File: src/rtl/mc_ctrl_pkg.sv
// Shared encodings for the multi-cycle MIPS control unit: FSM states,
// opcode/funct fields, ALU control codes and datapath mux selects.
package mc_ctrl_pkg;

    typedef enum logic [3:0] {
        FETCH,
        DECODE,
        MEMADR,
        MEMRD,
        MEMWB,
        MEMWR,
        EXEC,
        ALUWB,
        IEXEC,
        IWB,
        BRANCH,
        JUMP
    } state_e;

    // Which family of ALU operation the current state asks for.
    typedef enum logic [2:0] {
        ALUOP_NONE,
        ALUOP_ADD,
        ALUOP_SUB,
        ALUOP_FUNCT,
        ALUOP_IMM
    } alu_op_e;

    localparam logic [5:0] OP_RTYPE = 6'b000000;
    localparam logic [5:0] OP_J     = 6'b000010;
    localparam logic [5:0] OP_BEQ   = 6'b000100;
    localparam logic [5:0] OP_BNE   = 6'b000101;
    localparam logic [5:0] OP_ADDI  = 6'b001000;
    localparam logic [5:0] OP_SLTI  = 6'b001010;
    localparam logic [5:0] OP_ANDI  = 6'b001100;
    localparam logic [5:0] OP_ORI   = 6'b001101;
    localparam logic [5:0] OP_LW    = 6'b100011;
    localparam logic [5:0] OP_SW    = 6'b101011;

    localparam logic [5:0] F_SLL = 6'b000000;
    localparam logic [5:0] F_SRL = 6'b000010;
    localparam logic [5:0] F_SRA = 6'b000011;
    localparam logic [5:0] F_ADD = 6'b100000;
    localparam logic [5:0] F_SUB = 6'b100010;
    localparam logic [5:0] F_AND = 6'b100100;
    localparam logic [5:0] F_OR  = 6'b100101;
    localparam logic [5:0] F_SLT = 6'b101010;

    localparam logic [3:0] ALU_AND = 4'd0;
    localparam logic [3:0] ALU_OR  = 4'd1;
    localparam logic [3:0] ALU_ADD = 4'd2;
    localparam logic [3:0] ALU_SLL = 4'd3;
    localparam logic [3:0] ALU_SUB = 4'd6;
    localparam logic [3:0] ALU_SLT = 4'd7;
    localparam logic [3:0] ALU_SRL = 4'd8;
    localparam logic [3:0] ALU_SRA = 4'd9;

    localparam logic [1:0] ALUSRCB_REG   = 2'b00;
    localparam logic [1:0] ALUSRCB_FOUR  = 2'b01;
    localparam logic [1:0] ALUSRCB_IMM   = 2'b10;
    localparam logic [1:0] ALUSRCB_BRIMM = 2'b11;

    localparam logic [1:0] PCSRC_ALU    = 2'b00;
    localparam logic [1:0] PCSRC_ALUOUT = 2'b01;
    localparam logic [1:0] PCSRC_JUMP   = 2'b10;

    function automatic logic isImmOp(input logic [5:0] op);
        return (op == OP_ADDI) || (op == OP_ANDI) || (op == OP_ORI) || (op == OP_SLTI);
    endfunction

    // Logical immediates take a zero-extended operand, arithmetic ones sign-extend.
    function automatic logic isZextOp(input logic [5:0] op);
        return (op == OP_ANDI) || (op == OP_ORI);
    endfunction

endpackage

File: src/rtl/mc_alu_dec.sv
// ALU control decoder: turns the state's operation class plus the
// instruction's opcode/funct into an ALU control code.
module mc_alu_dec
    import mc_ctrl_pkg::*;
#(
    parameter int ALU_CTRL_W = 4
) (
    input  alu_op_e               alu_op_i,
    input  logic [5:0]            op_i,
    input  logic [5:0]            funct_i,
    output logic [ALU_CTRL_W-1:0] alu_control_o,
    output logic                  funct_valid_o
);

    logic [3:0] functCode;
    logic [3:0] immCode;
    logic [3:0] aluCode;

    always_comb begin
        functCode     = ALU_AND;
        funct_valid_o = 1'b1;
        case (funct_i)
            F_ADD:   functCode = ALU_ADD;
            F_SUB:   functCode = ALU_SUB;
            F_AND:   functCode = ALU_AND;
            F_OR:    functCode = ALU_OR;
            F_SLT:   functCode = ALU_SLT;
            F_SLL:   functCode = ALU_SLL;
            F_SRL:   functCode = ALU_SRL;
            F_SRA:   functCode = ALU_SRA;
            default: funct_valid_o = 1'b0;
        endcase
    end

    always_comb begin
        immCode = ALU_ADD;
        case (op_i)
            OP_ANDI: immCode = ALU_AND;
            OP_ORI:  immCode = ALU_OR;
            OP_SLTI: immCode = ALU_SLT;
            default: immCode = ALU_ADD;
        endcase
    end

    always_comb begin
        aluCode = ALU_AND;
        case (alu_op_i)
            ALUOP_ADD:   aluCode = ALU_ADD;
            ALUOP_SUB:   aluCode = ALU_SUB;
            ALUOP_FUNCT: aluCode = functCode;
            ALUOP_IMM:   aluCode = immCode;
            default:     aluCode = ALU_AND;
        endcase
    end

    assign alu_control_o = ALU_CTRL_W'(aluCode);

endmodule

File: src/rtl/multicycle_control_unit.sv
// Multi-cycle MIPS control FSM: sequences fetch/decode/execute/memory/writeback,
// stalls on the memory ready handshake and counts retired instructions.
module multicycle_control_unit
    import mc_ctrl_pkg::*;
#(
    parameter int ALU_CTRL_W    = 4,
    parameter bit MEM_HANDSHAKE = 1'b1,
    parameter int CNT_W         = 32
) (
    input  logic                  clk_i,
    input  logic                  rst_ni,
    input  logic [5:0]            op_i,
    input  logic [5:0]            funct_i,
    input  logic                  zero_i,
    input  logic                  mem_ready_i,
    output logic                  mem_read_o,
    output logic                  mem_write_o,
    output logic                  iord_o,
    output logic                  ir_write_o,
    output logic                  pc_write_o,
    output logic [1:0]            pc_src_o,
    output logic                  alu_src_a_o,
    output logic [1:0]            alu_src_b_o,
    output logic                  imm_zext_o,
    output logic [ALU_CTRL_W-1:0] alu_control_o,
    output logic                  reg_dst_o,
    output logic                  mem_to_reg_o,
    output logic                  reg_write_o,
    output logic                  illegal_o,
    output logic [CNT_W-1:0]      instret_o
);

    state_e           state_q, state_d;
    logic [CNT_W-1:0] instret_q, instret_d;
    logic             memReady;
    logic             functValid;
    logic             retire;
    alu_op_e          aluOp;

    assign memReady = MEM_HANDSHAKE ? mem_ready_i : 1'b1;

    mc_alu_dec #(
        .ALU_CTRL_W(ALU_CTRL_W)
    ) u_alu_dec (
        .alu_op_i      (aluOp),
        .op_i          (op_i),
        .funct_i       (funct_i),
        .alu_control_o (alu_control_o),
        .funct_valid_o (functValid)
    );

    always_ff @(posedge clk_i or negedge rst_ni) begin
        if (!rst_ni) begin
            state_q   <= FETCH;
            instret_q <= '0;
        end else begin
            state_q   <= state_d;
            instret_q <= instret_d;
        end
    end

    assign instret_d = retire ? instret_q + CNT_W'(1) : instret_q;
    assign instret_o = instret_q;

    // Outputs are gated by rst_ni directly so nothing is enabled while reset is held.
    always_comb begin
        state_d      = state_q;
        retire       = 1'b0;
        aluOp        = ALUOP_NONE;
        mem_read_o   = 1'b0;
        mem_write_o  = 1'b0;
        iord_o       = 1'b0;
        ir_write_o   = 1'b0;
        pc_write_o   = 1'b0;
        pc_src_o     = PCSRC_ALU;
        alu_src_a_o  = 1'b0;
        alu_src_b_o  = ALUSRCB_REG;
        imm_zext_o   = 1'b0;
        reg_dst_o    = 1'b0;
        mem_to_reg_o = 1'b0;
        reg_write_o  = 1'b0;
        illegal_o    = 1'b0;

        if (rst_ni) begin
            case (state_q)
                FETCH: begin
                    mem_read_o  = 1'b1;
                    alu_src_b_o = ALUSRCB_FOUR;
                    aluOp       = ALUOP_ADD;
                    ir_write_o  = memReady;
                    pc_write_o  = memReady;
                    if (memReady) state_d = DECODE;
                end
                DECODE: begin
                    alu_src_b_o = ALUSRCB_BRIMM;
                    aluOp       = ALUOP_ADD;
                    case (op_i)
                        OP_LW, OP_SW:                      state_d = MEMADR;
                        OP_ADDI, OP_ANDI, OP_ORI, OP_SLTI: state_d = IEXEC;
                        OP_BEQ, OP_BNE:                    state_d = BRANCH;
                        OP_J:                              state_d = JUMP;
                        OP_RTYPE: begin
                            if (functValid) begin
                                state_d = EXEC;
                            end else begin
                                illegal_o = 1'b1;
                                state_d   = FETCH;
                            end
                        end
                        default: begin
                            illegal_o = 1'b1;
                            state_d   = FETCH;
                        end
                    endcase
                end
                MEMADR: begin
                    alu_src_a_o = 1'b1;
                    alu_src_b_o = ALUSRCB_IMM;
                    aluOp       = ALUOP_ADD;
                    state_d     = (op_i == OP_SW) ? MEMWR : MEMRD;
                end
                MEMRD: begin
                    iord_o     = 1'b1;
                    mem_read_o = 1'b1;
                    if (memReady) state_d = MEMWB;
                end
                MEMWB: begin
                    reg_write_o  = 1'b1;
                    mem_to_reg_o = 1'b1;
                    retire       = 1'b1;
                    state_d      = FETCH;
                end
                MEMWR: begin
                    iord_o      = 1'b1;
                    mem_write_o = 1'b1;
                    if (memReady) begin
                        retire  = 1'b1;
                        state_d = FETCH;
                    end
                end
                EXEC: begin
                    alu_src_a_o = 1'b1;
                    aluOp       = ALUOP_FUNCT;
                    state_d     = ALUWB;
                end
                ALUWB: begin
                    reg_dst_o   = 1'b1;
                    reg_write_o = 1'b1;
                    retire      = 1'b1;
                    state_d     = FETCH;
                end
                IEXEC: begin
                    alu_src_a_o = 1'b1;
                    alu_src_b_o = ALUSRCB_IMM;
                    imm_zext_o  = isImmOp(op_i) && isZextOp(op_i);
                    aluOp       = ALUOP_IMM;
                    state_d     = IWB;
                end
                IWB: begin
                    reg_write_o = 1'b1;
                    retire      = 1'b1;
                    state_d     = FETCH;
                end
                BRANCH: begin
                    alu_src_a_o = 1'b1;
                    aluOp       = ALUOP_SUB;
                    pc_src_o    = PCSRC_ALUOUT;
                    pc_write_o  = (op_i == OP_BNE) ? ~zero_i : zero_i;
                    retire      = 1'b1;
                    state_d     = FETCH;
                end
                JUMP: begin
                    pc_src_o   = PCSRC_JUMP;
                    pc_write_o = 1'b1;
                    retire     = 1'b1;
                    state_d    = FETCH;
                end
                default: state_d = FETCH;
            endcase
        end
    end

endmodule

File: config.mk
export PLATFORM = sky130hd
export DESIGN_NAME = multicycle_control_unit
export DESIGN_NICKNAME = d
export VERILOG_FILES = /design/src/rtl/mc_ctrl_pkg.sv /design/src/rtl/mc_alu_dec.sv /design/src/rtl/multicycle_control_unit.sv
export SDC_FILE = /design/constraint.sdc
export NUM_CORES = 1
export LEC_CHECK = 0
export BUFFER_PORTS_ARGS = -buffer_cell sky130_fd_sc_hd__clkbuf_2
export CORE_ASPECT_RATIO = 0.7
export CORE_MARGIN = 10
export CORE_UTILIZATION = 53
export DETAILED_ROUTE_END_ITERATION = 8
export PLACE_DENSITY = 0.88
export RECOVER_POWER = 100
export SYNTH_ARGS = -nofsm -noshare
export SYNTH_HDL_FRONTEND = slang
export SYNTH_SLANG_ARGS = --single-unit
File: constraint.sdc
create_clock -name clk_i -period 2.5 [get_ports clk_i]
set_clock_uncertainty 0.05 [all_clocks]
set_input_delay 0.25 -clock clk_i [delete_from_list [all_inputs] [get_ports clk_i]]
set_output_delay 0.25 -clock clk_i [all_outputs]
set_load 0.02 [all_outputs]
Word-level counts from Yosys, hierarchy flattened
Cells that the tools add are included.
{"block": "totals", "out_inout_bits": 51, "wordCells": 104, "regBits": 36, "inputBits": 16}
{"block": "op_classes", "addsub": 1, "eq_ne": 34, "n_bitwise": 1, "reduce_logical": 21, "mux": 45}
{"cell": "$pmux 4 s7", "count": 2}
{"cell": "$eq 6x6->1 const B", "count": 7}
{"cell": "$add 32x1->32 const B", "count": 1}
{"cell": "$mux 1", "count": 26}
{"cell": "$eq 6x4->1 const B", "count": 4}
{"cell": "$pmux 4 s5", "count": 1}
{"cell": "$eq 6x2->1 const B", "count": 3}
{"cell": "$eq 4x3->1 const B", "count": 4}
{"cell": "$eq 4x4->1 const B", "count": 4}
{"cell": "$pmux 4 s4", "count": 1}
{"cell": "$eq 6x3->1 const B", "count": 2}
{"cell": "$logic_not 6->1", "count": 2}
{"cell": "$mux 4", "count": 3}
{"cell": "$pmux 3 s4", "count": 1}
{"cell": "$reduce_or 2->1", "count": 5}
{"cell": "$mux 3", "count": 3}
{"cell": "$pmux 3 s3", "count": 1}
{"cell": "$reduce_or 9->1", "count": 1}
{"cell": "$eq 4x2->1 const B", "count": 2}
{"cell": "$reduce_or 4->1", "count": 2}
{"cell": "$reduce_or 8->1", "count": 1}
{"cell": "$eq 3x2->1 const B", "count": 2}
{"cell": "$ne 2x2->1 const B", "count": 3}
{"cell": "$pmux 2 s3", "count": 1}
{"cell": "14 further kinds", "count": 20}

Longest topological paths before layout
Gate-level depths: netlist (run 1).
{"block": "logic_depth", "word_depth": 7, "mapped_depth": 8, "depth_no_buf": 6}

Hierarchy
A second synthesis (run 1) with hierarchy kept.
{"block": "hier_totals", "cells_unflattened": 275, "hier_area_um2": 2439.8}
{"mod": "multicycle_control_unit", "instances": 1, "seq_area_each_um2": 900.9, "area_each_um2": 2234.6, "cells_each": 241}
{"mod": "mc_alu_dec", "instances": 1, "seq_area_each_um2": 0.0, "area_each_um2": 205.2, "cells_each": 34}

Worst setup path after synthesis (run 1)
Ideal clock, no wire load.
{"block": "synth_path", "path_type": "reg2out", "from": "reg state_q[3]", "to": "out pc_write_o", "stages_incl_launch_ff": 6, "arrival_ns": 2.028, "required_time_ns": 2.200, "n_path_buf": 2, "setup_slack_ns": 0.172, "cell_sequence": "dfrtp_1 -> buf_2 -> buf_1 -> nor2_1 -> nor4b_1 -> o21bai_1"}
{"block": "synth_between", "elab_chain_len": 3, "word_cells_on_any_way": 5, "cone_classes": "eq/ne: 2; mux: 2; reduce/logical: 1"}
{"item": "start: declaration", "line": "multicycle_control_unit.sv:33", "rtl": "state_e state_q, state_d;"}
{"item": "start signal: assignment", "line": "multicycle_control_unit.sv:57", "rtl": "state_q <= state_d;"}
{"item": "$eq 4x4->1 or $logic_not 4->1 (tied branches)", "line": "multicycle_control_unit.sv:85", "rtl": "case (state_q)"}
{"item": "$pmux 1 s3 *", "line": "multicycle_control_unit.sv:85"}
{"item": "$mux 1 *", "line": "multicycle_control_unit.sv:84", "rtl": "if (rst_ni) begin"}
{"item": "end: declaration", "line": "multicycle_control_unit.sv:20", "rtl": "output logic pc_write_o,"}
Mark *: on every way between the ends. The rest lies on a longest branch, timed or not.

Worst setup path after layout (run 1)
{"block": "layout_path", "from": "in rst_ni", "to": "out pc_write_o"}
{"block": "layout_between", "elab_chain_len": 1}
{"item": "start: declaration", "line": "multicycle_control_unit.sv:11", "rtl": "input logic rst_ni,"}
{"item": "$mux 1", "line": "multicycle_control_unit.sv:84"}
Every way passes these cells.

==> impl_metrics.json, run 1 <==
{
  "required_ns": 2.20,
  "track_usage_pct": 16.4,
  "crit_type": "primary input to output port",
  "status": "finished, final reports clean",
  "synthToLayoutAreaGrowth_pct": 17.5,
  "vias_per_cell": 5.86,
  "num_antenna_cells": 0,
  "worstPathArrival_ns": 2.05,
  "synth_fp_nets": 300,
  "clk_root_buffer_cell": "clkbuf_8",
  "grt_max_degree": 31,
  "synthTopCellsByArea": "dfrtp_1 37%, xnor2_1 8.9%, nor2_1 3.8%",
  "startpoint_type": "primary input",
  "path_clk_slew_ns": 0.07,
  "grt_pass1_vias": 2174,
  "fillers": 404,
  "tns_ns": 0,
  "synth.distinct_cells": 53,
  "clockBufferDepth": 2,
  "cts_buffers": 5,
  "max_freq_ghz": 0.426,
  "slew_violations": 0,
  "die_x_um": 101,
  "yosysTopAreaCellShare_pct": 36.7,
  "finalCritPeriodShare_pct": 93.9,
  "hold_class": "primary input to async pin",
  "wl_per_cell_um": 16.6,
  "drv_cap": 0,
  "hold_slack_ns": 0.268,
  "ys_ff_latch": 36,
  "vdd_ir_drop_max_uv": 511,
  "antenna_found_initial": 0,
  "cts_tree": "done",
  "drive_gt1_share_pct": 17.0,
  "syn_area_per_cell_sq_um": 8.67,
  "relSlewSlack_pct": 42.6,
  "cts.sinks": 36,
  "async_flop_share_pct": 100,
  "drtIter0Drc": 176,
  "htreeDepth": 2,
  "fin_nets": 368,
  "powerDensity_nw_per_um2": 560,
  "place_congestion": 0.951,
  "overflow": 0,
  "synth_area_leader_cell": "dfrtp_1",
  "portBuffers": 66,
  "die_y_um": 76.9,
  "leakagePower_nw": 1.21,
  "crit_path_end_kind": "output port",
  "setup_viol": 0,
  "clock_latency_ns": 0.29,
  "synth-seq-area-share_pct": 36.7,
  "hold_viol": 0,
  "pin_count": 67,
  "via_count": 2387,
  "drt_wl_total_um": 6760,
  "syn_area_sq_um": 2450,
  "grt_pass1_wl_um": 10900,
  "ant_nets": 0,
  "dr.pass1.iters": 6,
  "syn_inst": 283,
  "start_util_pct": 55.7,
  "drc": 0,
  "period_needed_ns": 2.35,
  "ff_latch_area_sq_um": 903,
  "place.detailed.hpwl_um": 5180,
  "row_count": 20,
  "multi_input_area_sq_um": 1430,
  "cts_setup_buffers": 0,
  "fp.dieArea_sq_um": 7790,
  "cp_max_fo": 8,
  "synth-edff-count": 0,
  "fp.coreArea_sq_um": 4400,
  "synth_ff_type": "dfrtp_1",
  "worstMarginPinSlew_ns": 0.856,
  "synth_warnings": 0
}
## flip-flops by register name, indices dropped and copies added, names as in the netlist
name,count
instret_o,32
state_q,4
## layer usage
| layer | GRT usage, % | vias up | wire, um |
|---|---|---|---|
| met5 | 0 | - | 0 |
| met4 | 3.33 | 0 | 55 |
| met3 | 5.82 | 8 | 612 |
| met2 | 22.9 | 89 | 3010 |
| met1 | 23.5 | 1134 | 3080 |
| li1 | - | 1156 | - |
## metrics by stage
stage	setup WS [ns]	utilization (%)	instances	power, mW	cell area (sq um)
2_1_floorplan	0.172	-	283	1.05	2450
3_3_place_gp	0.367	64.5	398	1.20	2840
3_5_place_dp	0.292	64.5	398	1.22	2840
4_1_cts	0.0128	66.8	407	1.62	2940
5_1_grt	-0.0138	65.4	407	1.70	2880
6_report	0.151	65.4	407	1.61	2880
## Yosys cell counts (4+ instances only)
cell type / instances
a211oi_1: 4
a21oi_1: 6
and2_1: 5
and3_1: 5
buf_2: 4
clkbuf_1: 6
dfrtp_1: 36
inv_1: 11
nand2_1: 18
nand2b_1: 9
nand3_1: 16
nand4_1: 11
nor2_1: 25
nor2b_1: 4
nor3_1: 14
nor3_2: 9
o21ai_0: 10
o22ai_1: 4
or3_1: 4
xnor2_1: 25
xor2_1: 10
## where the power goes
group | switching (mW) | leakage [nW] | internal (mW) | total, mW
sequential | 0.0719 | 0.458 | 0.618 | 0.690
clock | 0.217 | 0.0479 | 0.194 | 0.411
combinational | 0.320 | 0.700 | 0.193 | 0.513
## path summary, 6_finish.rpt
| kind | from | to | slack, ns | depth (start not counted) |
|---|---|---|---|---|
| hold / removal | rst_ni | state_q[3] | 0.27 | 2 |
| hold reg to reg | instret_o[31] | instret_o[31] | 0.42 | 1 |
| setup reg to reg | state_q[0] | instret_o[24] | 0.21 | 6 |
| max in group asynchronous | rst_ni | instret_o[28] | 1.22 | 3 |
| setup / recovery | rst_ni | pc_write_o | 0.15 | 7 |
| min in group clk_i | op_i[4] | state_q[1] | 0.27 | 3 |
## layout make-up
type                            instances  area share, %
Sequential cell                        36           31.4
Clock inverter                          3          0.651
Inverter                               11           1.43
Tap cell                               55           2.39
Timing Repair Buffer                   77           12.3
Clock buffer                            5           2.39
Multi-Input combinational cell        220           49.5
## logic make-up after synthesis
group	after synthesis	share of synthesized area, %
flops	36	36.7
buf+inv	27	5.10
compound gates	44	12.0
xor+xnor	35	12.5
simple gates	140	33.1
fa+ha+maj	1	0.510
## worst max-delay path, stage by stage
cell and delay [ns]:
dlygate4sd3_1 0.52, clkbuf_2 0.19, nand2b_1 0.15, nor2_1 0.27, nor4b_2 0.32, o21bai_1 0.15, clkbuf_2 0.19
## layout by cell type (no fill, tap or decap), types with 2 or more instances in the layout
| master | n |
|---|---|
| nor2b_1 | 4 |
| nand3_1 | 16 |
| clkinv_2 | 2 |
| o22ai_1 | 4 |
| o21bai_1 | 2 |
| clkbuf_2 | 27 |
| nor3_1 | 15 |
| and4_1 | 3 |
| a21oi_1 | 7 |
| a211oi_1 | 3 |
| nand2b_1 | 8 |
| and3_1 | 5 |
| dfrtp_1 | 34 |
| buf_4 | 7 |
| xor2_1 | 10 |
| dfrtp_2 | 2 |
| inv_1 | 11 |
| nor4_2 | 2 |
| nand4_1 | 11 |
| or3_1 | 4 |
| or4_1 | 2 |
| nor3_2 | 8 |
| nand2_1 | 18 |
| xnor2_1 | 25 |
| clkbuf_1 | 42 |
| o21ai_0 | 11 |
| nor4_1 | 4 |
| nor2_1 | 25 |
| o31ai_1 | 3 |
| clkbuf_8 | 5 |
| and2_1 | 5 |
## repair_timing
action / 4_1_cts / 5_1_grt
hold buffers: 1 / 0
endpoints found under the hold margin: 6 / 0
gates resized for setup: 0 / 6
setup endpoints to repair: 0 / 6
No activity file was read; power rests on OpenSTA's default activity.
==> run 2: changes to the inputs <==
- CORE_UTILIZATION: 53 -> 54
- CTS_BUF_LIST: default -> sky130_fd_sc_hd__clkbuf_4 sky130_fd_sc_hd__clkbuf_8
- PLACE_DENSITY: 0.88 -> 0.89
==> run 2 against run 1 <==
  * The run now ends with max-capacitance violations, max-slew violations left
  * Core utilization up 1.3 points
  * Cell count shrank 0.49%
  * Routed wire length fell by 4.1%
  * Critical endpoint is now alu_control_o[0]
  * Highest routed layer unchanged
==> impl_metrics.json, run 2 (synthesized netlist as in run 1, its figures left out) <==
{
  "ant_nets": 0,
  "final_common_cell": "clkbuf_1",
  "row_count": 20,
  "vdd_ir_drop_max_uv": 345,
  "portBuffers": 66,
  "clockBufferDepth": 2,
  "cts_tree": "done",
  "dp_cells": 397,
  "die_x_um": 101,
  "fillers": 396,
  "drc": 0,
  "fp.dieArea_sq_um": 7680,
  "pin_count": 67,
  "worstPathArrival_ns": 2.08,
  "p_clk_share_pct": 26.6,
  "htreeDepth": 2,
  "stdcell_count": 405,
  "place_congestion": 0.961,
  "fin_nets": 367,
  "vias_per_cell": 5.77,
  "clk_root_buffer_cell": "clkbuf_8",
  "grt_max_degree": 30,
  "crit_path_end_kind": "output port",
  "path_clk_slew_ns": 0.06,
  "track_usage_pct": 16.7,
  "drive_gt1_share_pct": 18.9,
  "tns_ns": 0,
  "start_util_pct": 56.3,
  "relSlewSlack_pct": -1.04,
  "hold_viol": 0,
  "ff_latch_area_sq_um": 902,
  "layout_common_cells": "37 x clkbuf_1, 35 x dfrtp_1, 32 x clkbuf_2",
  "powerDensity_nw_per_um2": 565,
  "synthToLayoutAreaGrowth_pct": 18.5,
  "grt_pass1_wl_um": 10800,
  "dr.pass1.iters": 4,
  "finalCritPeriodShare_pct": 95.3,
  "cts.sinks": 36,
  "total_power_mw": 1.64,
  "antenna_found_initial": 0,
  "clock_latency_ns": 0.28,
  "hold_slack_ns": 0.274,
  "die_y_um": 76.4,
  "grt_pass1_vias": 2205,
  "required_ns": 2.20,
  "drv_cap": 1,
  "cts_buffers": 5,
  "status": "complete, but fails checks",
  "place.detailed.hpwl_um": 5040,
  "overflow": 0,
  "num_antenna_cells": 0,
  "cp_max_fo": 11,
  "drt_wl_total_um": 6490,
  "p_comb_share_pct": 31.0,
  "hold_class": "primary input to flip-flop",
  "seq_power_share_pct": 42.4,
  "fp.coreArea_sq_um": 4350,
  "drtIter0Drc": 147,
  "leakagePower_nw": 1.22,
  "crit_type": "flip-flop to output port",
  "violations": "max-capacitance violations, max-slew violations",
  "startpoint_type": "flip-flop",
  "switching_share_pct": 35.5,
  "p_int_mw": 1.06,
  "setup_viol": 0,
  "worstMarginPinSlew_ns": 1.52,
  "period_needed_ns": 2.38,
  "via_count": 2338,
  "largest_reg_flops": 32,
  "max_freq_ghz": 0.420,
  "slew_violations": 30,
  "p_sw_mw": 0.583,
  "multi_input_area_sq_um": 1440,
  "wl_per_cell_um": 16.0
}
==> run 2: cell count changes in the layout (fill, tap and decap cells not counted), moves of 2 or more <==
cell	change
clkbuf_1	-5
clkbuf_2	+5
clkbuf_8	+2
clkinv_2	-2
nor3_1	-2
nor3_2	+2
==> run 2: power by group through the flow <==
stage	clock network, mW	logic, mW	registers, mW
after floorplan	0	0.349	0.701
after global placement	0	0.496	0.701
after detailed placement	0	0.506	0.704
after CTS	0.446	0.509	0.693
after global routing	0.474	0.560	0.706
final	0.437	0.509	0.696
==> run 2: final timing paths <==
check	endpoint	slack, ns	cells past startpoint	from
worst max-delay path	alu_control_o[0]	0.12	6	state_q[0]
worst min-delay path	state_q[1]	0.27	3	op_i[4]
worst max register to register	instret_o[29]	0.12	6	state_q[2]
worst min register to register	instret_o[31]	0.43	1	instret_o[31]
max in group asynchronous	instret_o[18]	0.45	3	rst_ni
min in group asynchronous	state_q[3]	0.29	2	rst_ni
==> run 2: area by class of cell <==
| cell class | count | share of cell area, % |
|---|---|---|
| Clock buffer | 7 | 3.32 |
| Inverter | 11 | 1.42 |
| Multi-Input combinational cell | 220 | 49.7 |
| Sequential cell | 36 | 31.1 |
| Tap cell | 55 | 2.37 |
| Timing Repair Buffer | 76 | 12.2 |
==> run 2: timing repair <==
item / 4_1_cts / 5_1_grt
gates resized for setup: 0 / 5
setup buffers: 0 / 0
setup endpoints to repair: 0 / 6
hold buffers: 1 / 0
endpoints found under the hold margin: 7 / 0
==> run 2: per-stage QoR <==
step                util (%)  instance area, sq um  setup WS, ns
finish                  66.7                  2910         0.117
global route            66.7                  2910      -0.00525
CTS                     67.6                  2940        0.0183
detailed placement      65.1                  2840         0.311
global placement        65.1                  2840         0.363
floorplan                  -                  2450         0.172
==> run 2: routing by layer <==
layer	track usage, %	part of all wire [%]	vias up
met1	22.4	46	1113
met2	24.6	46	77
met5	0	0	-
li1	-	-	1142
met4	5.63	0.89	0
met3	5.07	7.2	6
==> run 2: critical path, cell delays in order, from the launching register on <==
cell      delay (ns)
dfrtp_1         0.54
nand2b_2        0.30
o21bai_1        0.11
a211oi_1        0.35
nor3b_1         0.23
a21o_1          0.11
clkbuf_2        0.16
